`src/rtl/memory_access_responder.sv`:
```
// Memory-side responder: checks each request against the memory map and privilege
// mode, performs at most one synchronous RAM access, and returns data or a fault.
module memory_access_responder #(
  parameter int ADDR_WIDTH            = 14,
  parameter int DATA_WIDTH            = 32,
  parameter int CODE_AREA_SIZE        = 4096,
  parameter int PRIVILEGED_STACK_SIZE = 2048,
  parameter int USER_STACK_SIZE       = 2048,
  parameter int DATA_AREA_SIZE        = 8192
) (
  input  logic                  clock,
  input  logic                  reset,
  input  logic                  req_valid,
  output logic                  req_ready,
  input  logic [1:0]            req_kind,
  input  logic                  req_write,
  input  logic [DATA_WIDTH-1:0] req_address,
  input  logic [DATA_WIDTH-1:0] req_wdata,
  input  logic                  privilege_mode_flag,
  output logic                  resp_valid,
  input  logic                  resp_ready,
  output logic [DATA_WIDTH-1:0] resp_rdata,
  output logic                  resp_fault,
  output logic [1:0]            resp_fault_code,
  output logic [7:0]            fault_count,
  output logic [ADDR_WIDTH-1:0] mem_address,
  output logic [DATA_WIDTH-1:0] mem_wdata,
  output logic                  mem_write_enable,
  input  logic [DATA_WIDTH-1:0] mem_rdata
);
  localparam logic [DATA_WIDTH-1:0] CODE_END  = DATA_WIDTH'(CODE_AREA_SIZE);
  localparam logic [DATA_WIDTH-1:0] PSTK_END  = DATA_WIDTH'(CODE_AREA_SIZE + PRIVILEGED_STACK_SIZE);
  localparam logic [DATA_WIDTH-1:0] USTK_BASE = DATA_WIDTH'(DATA_AREA_SIZE - USER_STACK_SIZE);
  localparam logic [DATA_WIDTH-1:0] DATA_BASE = DATA_WIDTH'(DATA_AREA_SIZE);

  localparam logic [1:0] K_LS = 2'd0, K_PUSH = 2'd1, K_POP = 2'd2, K_FETCH = 2'd3;
  localparam logic [1:0] F_NONE = 2'd0, F_WP = 2'd1, F_PRIV = 2'd2, F_REGION = 2'd3;

  typedef enum logic [1:0] {IDLE, ACCESS, CAPTURE, RESP} state_t;

  state_t     state, state_nx;
  logic       wr_q;
  logic       accept, eff_write, in_map, in_code, in_pstk, in_ustk, stack_op;
  logic [1:0] fcode;

  assign req_ready  = (state == IDLE);
  assign resp_valid = (state == RESP);
  assign accept     = req_valid && req_ready;

  // Request decode and fault priority: region > privilege > write-protect.
  always_comb begin
    eff_write = 1'b0;
    fcode     = F_NONE;
    stack_op  = (req_kind == K_PUSH) || (req_kind == K_POP);
    in_map    = ~|req_address[DATA_WIDTH-1:ADDR_WIDTH];
    in_code   = req_address < CODE_END;
    in_pstk   = (req_address >= CODE_END) && (req_address < PSTK_END);
    in_ustk   = (req_address >= USTK_BASE) && (req_address < DATA_BASE);
    case (req_kind)
      K_LS:    eff_write = req_write;
      K_PUSH:  eff_write = 1'b1;
      default: eff_write = 1'b0;
    endcase
    if (!in_map)
      fcode = F_REGION;
    else if (stack_op && (privilege_mode_flag ? !in_pstk : !(in_ustk || in_pstk)))
      fcode = F_REGION;
    else if ((req_kind == K_FETCH) && !in_code)
      fcode = F_REGION;
    else if (!privilege_mode_flag && in_pstk)
      fcode = F_PRIV;
    else if (!privilege_mode_flag && eff_write && in_code)
      fcode = F_WP;
  end

  always_comb begin
    state_nx = state;
    case (state)
      IDLE:    if (accept) state_nx = (fcode != F_NONE) ? RESP : ACCESS;
      ACCESS:  state_nx = wr_q ? RESP : CAPTURE;
      CAPTURE: state_nx = RESP;
      RESP:    if (resp_ready) state_nx = IDLE;
      default: state_nx = IDLE;
    endcase
  end

  always_ff @(posedge clock) begin
    if (reset) begin
      state            <= IDLE;
      wr_q             <= 1'b0;
      mem_address      <= '0;
      mem_wdata        <= '0;
      mem_write_enable <= 1'b0;
      resp_rdata       <= '0;
      resp_fault       <= 1'b0;
      resp_fault_code  <= F_NONE;
      fault_count      <= '0;
    end else begin
      state            <= state_nx;
      mem_write_enable <= 1'b0;
      if (accept) begin
        resp_rdata      <= '0;
        resp_fault      <= (fcode != F_NONE);
        resp_fault_code <= fcode;
        if (fcode != F_NONE) begin
          if (fault_count != 8'hFF) fault_count <= fault_count + 8'd1;
        end else begin
          // RAM address/strobe are registered here so they appear in ACCESS.
          mem_address <= req_address[ADDR_WIDTH-1:0];
          wr_q        <= eff_write;
          if (eff_write) begin
            mem_write_enable <= 1'b1;
            mem_wdata        <= req_wdata;
          end
        end
      end
      if (state == CAPTURE) resp_rdata <= mem_rdata;
    end
  end
endmodule

```
`config.mk`:
```
export PLATFORM = sky130hd
export DESIGN_NAME = memory_access_responder
export DESIGN_NICKNAME = d
export VERILOG_FILES = /design/src/rtl/memory_access_responder.sv
export SDC_FILE = /design/constraint.sdc
export NUM_CORES = 1
export LEC_CHECK = 0
export BUFFER_PORTS_ARGS = -buffer_cell sky130_fd_sc_hd__buf_2
export CORE_MARGIN = 10
export CORE_UTILIZATION = 49
export DETAILED_ROUTE_END_ITERATION = 16
export PLACE_DENSITY_LB_ADDON = 0.2
export SLEW_MARGIN = 0
export SYNTH_ARGS = -nofsm -noshare
export SYNTH_HDL_FRONTEND = slang
export SYNTH_SLANG_ARGS = --single-unit
```
`constraint.sdc`:
```
create_clock -name clock -period 5.5 [get_ports clock]
set_input_delay 0.825 -clock clock [delete_from_list [all_inputs] [get_ports clock]]
set_output_delay 0.825 -clock clock [all_outputs]
set_load 0.05 [all_outputs]
```
==> results.sh <==
export IMPL_required_ns=5.76
export IMPL_tns_ns=0
export IMPL_worstPathCellList="buf_2, inv_1, ha_1, nor2_1, a311oi_2, or4_1, nand2_1, a21oi_1"
export IMPL_rrSetupSlack_ns=2.87
export IMPL_fin_crit_sh=0.5170
export IMPL_hpwl_mm=8.410
export IMPL_die_h_um=108.3
export IMPL_yosys_warnings=0
export IMPL_fill_cells=692
export IMPL_clockBufferDepth=2
export IMPL_r2r_cells=7
export IMPL_yosysSeqAreaShare=0.4875
export IMPL_rsz0062_at_grt="false"
export IMPL_synth_avg_cell_area_um2=7.972
export IMPL_place_congestion=0.7850
export IMPL_power_density_nw_per_um2=373.4
export IMPL_num_rows=32
export IMPL_synthTopCellsByArea="dfxtp_1 (49%), nand2_1 (9.9%), a21oi_1 (9.3%), nor2_1 (9.1%), mux2i_1 (3.9%)"
export IMPL_pwr_share_seq=0.412
export IMPL_finalHoldViolCount=0
export IMPL_finalSetupViolations=0
export IMPL_synth_top_area_cell="dfxtp_1"
export IMPL_area_delta_synth_final_pct=32.34
export IMPL_yosysUniqueCellTypes=37
export IMPL_worstSetupPathType="in -> reg"
export IMPL_critPathMaxFanout=33
export IMPL_timing_hold_ws_ns=0.4483
export IMPL_drtIter0Drc=128
export IMPL_finalWirelength_mm=11.15
export IMPL_die_area_um2=11720
export IMPL_grt_pass1_wl_mm=17.84
export IMPL_regArea_um2=1862
export IMPL_core_area_um2=7647
export IMPL_endpoint="mem_wdata[24]$_SDFFE_PP0P_"
export IMPL_synth_top_cell_area_share=0.4875
export IMPL_syn_inst=479
export IMPL_cts_reportedPaths_clkPinSlew_ns=0.09
export IMPL_crit_path_end_kind="flop"
export IMPL_max_slew_worst_pin_slew_ns=1.107
export IMPL_final_common_cell="buf_2"
export IMPL_period_needed_ns=2.843
export IMPL_cts_htree_levels=3
export IMPL_grt_overflow=0
export IMPL_post_cts_buffers=0
export IMPL_crit_slowest_cell="or4_1"
export IMPL_fmaxAchievable_mhz=351.7
export IMPL_switching_share=0.3900
export IMPL_grt_max_degree=65
export IMPL_p_int_mw=1.151
export IMPL_grt_pass1_vias=3713
export IMPL_fin_area_um2=5054
export IMPL_post_drt_wl_per_cell_um=14.57
export IMPL_drcViolationCount=0
export IMPL_firstDrtPassIters=4
export IMPL_min_path_type="reg -> reg"
export IMPL_p_switching_uw=735.9
export IMPL_startpoint="req_kind[0]"
export IMPL_nNetsFinal=771
export IMPL_rr_startpoint="state[0]$_SDFFE_PP0P_"
export IMPL_clkPwrFrac=0.257
export IMPL_layout_common_cells="buf_2 (195), nand2_1 (101), nor2_1 (93), dfxtp_1 (93), a21oi_1 (71)"
export IMPL_cts_sinks=93
export IMPL_placed_area_um2=4836
export IMPL_cts_resized=0
export IMPL_peakVddDrop_v=0.0002579
export IMPL_port_buffers=195
export IMPL_ant_nets=0
export IMPL_io_pins=196
export IMPL_final_max_slew_viol_count=0
export IMPL_grtUsageTotal=0.1845
export IMPL_critPathMaxStageDelay_ns=0.95
export IMPL_clock_latency_ns=0.35
export IMPL_drv_cap=0
export IMPL_power_frac_comb=0.331
export IMPL_synth_nets=591
export IMPL_cts_tree="yes"
export IMPL_synth_area_um2=3819
export IMPL_die_w_um=108.3
export IMPL_initial_core_util=0.4993
export IMPL_p_leak_nw=2.355
export IMPL_ys_ff_latch=93
export IMPL_vias=3805
export IMPL_drive_gt1_frac=0.3424
export IMPL_status="finished clean"
export IMPL_fin_skew_ns=0.008450
export IMPL_grt_antenna_before_repair=0
export IMPL_finalPower_mw=1.887
export IMPL_numCtsBuffers=9
export IMPL_slew_headroom=0.2622
export IMPL_startpoint_type="input pin"
export IMPL_r2r_end="mem_wdata[24]$_SDFFE_PP0P_"
export IMPL_cts_hold_buf=0
export IMPL_diodes=0
export IMPL_critPathArrivalTime_ns=3.11
export IMPL_root_buffer="clkbuf_8"
export IMPL_detail_route_vias_per_cell=4.974
export IMPL_multi_input_comb_area_um2=1808
[state kept, by name, indices dropped and copies added (netlist names)]
register / flops
resp_fault_code: 2
mem_write_enable: 1
wr_q: 1
mem_address: 14
mem_wdata: 32
resp_rdata: 32
state: 2
fault_count: 8
resp_fault: 1
[area by class of cell]
type | instances | area share
well taps | 102 | 0.02525
repair buffers | 199 | 0.1991
clock buffers | 9 | 0.02451
multi-input cells | 346 | 0.3578
inverters | 10 | 0.007428
flip-flops and latches | 93 | 0.3684
clock inverters | 6 | 0.01758
[worst min path at each step]
stage / startpoint / end / slack, ns / cells past startpoint
after floorplan: wr_q$_SDFFE_PP0P_ / wr_q$_SDFFE_PP0P_ / 0.45 / 2
after global placement: mem_wdata[28]$_SDFFE_PP0P_ / mem_wdata[28]$_SDFFE_PP0P_ / 0.43 / 2
after detailed placement: mem_wdata[7]$_SDFFE_PP0P_ / mem_wdata[7]$_SDFFE_PP0P_ / 0.44 / 2
after CTS: mem_wdata[7]$_SDFFE_PP0P_ / mem_wdata[7]$_SDFFE_PP0P_ / 0.45 / 2
after global routing: mem_wdata[7]$_SDFFE_PP0P_ / mem_wdata[7]$_SDFFE_PP0P_ / 0.47 / 2
final: mem_wdata[21]$_SDFFE_PP0P_ / mem_wdata[21]$_SDFFE_PP0P_ / 0.45 / 2
[power by group through the flow]
stage / registers (mW) / clock network (mW) / logic, mW
final: 0.777 / 0.485 / 0.625
after global routing: 0.787 / 0.530 / 0.685
after CTS: 0.777 / 0.502 / 0.629
after detailed placement: 0.792 / 0 / 0.626
after global placement: 0.788 / 0 / 0.617
after floorplan: 0.997 / 0 / 0.261
[critical path: cells and delay by family]
family | cells | cell delay [ns]
AND/OR/NAND/NOR | 3 | 1.15
AO/OA/AOI/OAI | 2 | 0.68
adder cells (fa/ha/maj) | 1 | 0.28
buffers and inverters | 2 | 0.14
[logic make-up (layout without fill, tap and decap cells)]
| family | after synthesis | after routing | share of synthesized area |
|---|---|---|---|
| AND/OR/NAND/NOR | 237 | 237 | 0.2746 |
| flip-flops | 93 | 93 | 0.4876 |
| AO/OA/AOI/OAI | 82 | 82 | 0.1173 |
| buffers and inverters | 40 | 224 | 0.04325 |
| multiplexers | 19 | 19 | 0.05111 |
| adder cells (fa/ha/maj) | 8 | 8 | 0.02621 |
[through the flow]
step                std cells  setup slack (ns)    util
floorplan                 479             2.923       -
global placement          750             2.347  0.6324
detailed placement        750             2.248  0.6324
CTS                       765             2.590  0.6602
global route              765             2.468  0.6608
finish                    765             2.657  0.6608
[metal layers]
metal  up-vias  global-route usage  part of all wire
li1       1941                   -                 -
met5         -                   0                 0
met2       133              0.3103              0.48
met1      1721              0.2009              0.39
met4         0             0.04802            0.0095
met3        10             0.09578              0.12
[synthesized netlist by cell type (all sizes together)]
cell and instances:
a2111oi 1, a211o 1, a211oi 1, a21oi 71
a311oi 1, a41o 1, and2 2, and2b 1
buf 8, clkbuf 22, dfxtp 93, ha 8
inv 10, mux2 4, mux2i 15, nand2 101
nand2b 3, nand3 3, nand3b 1, nand4 2
nor2 93, nor2b 4, nor3 11, nor4 9
o21ai 1, o22ai 1, o311ai 1, o31ai 3
or3 1, or4 6
No activity file was read; power rests on OpenSTA's default activity.
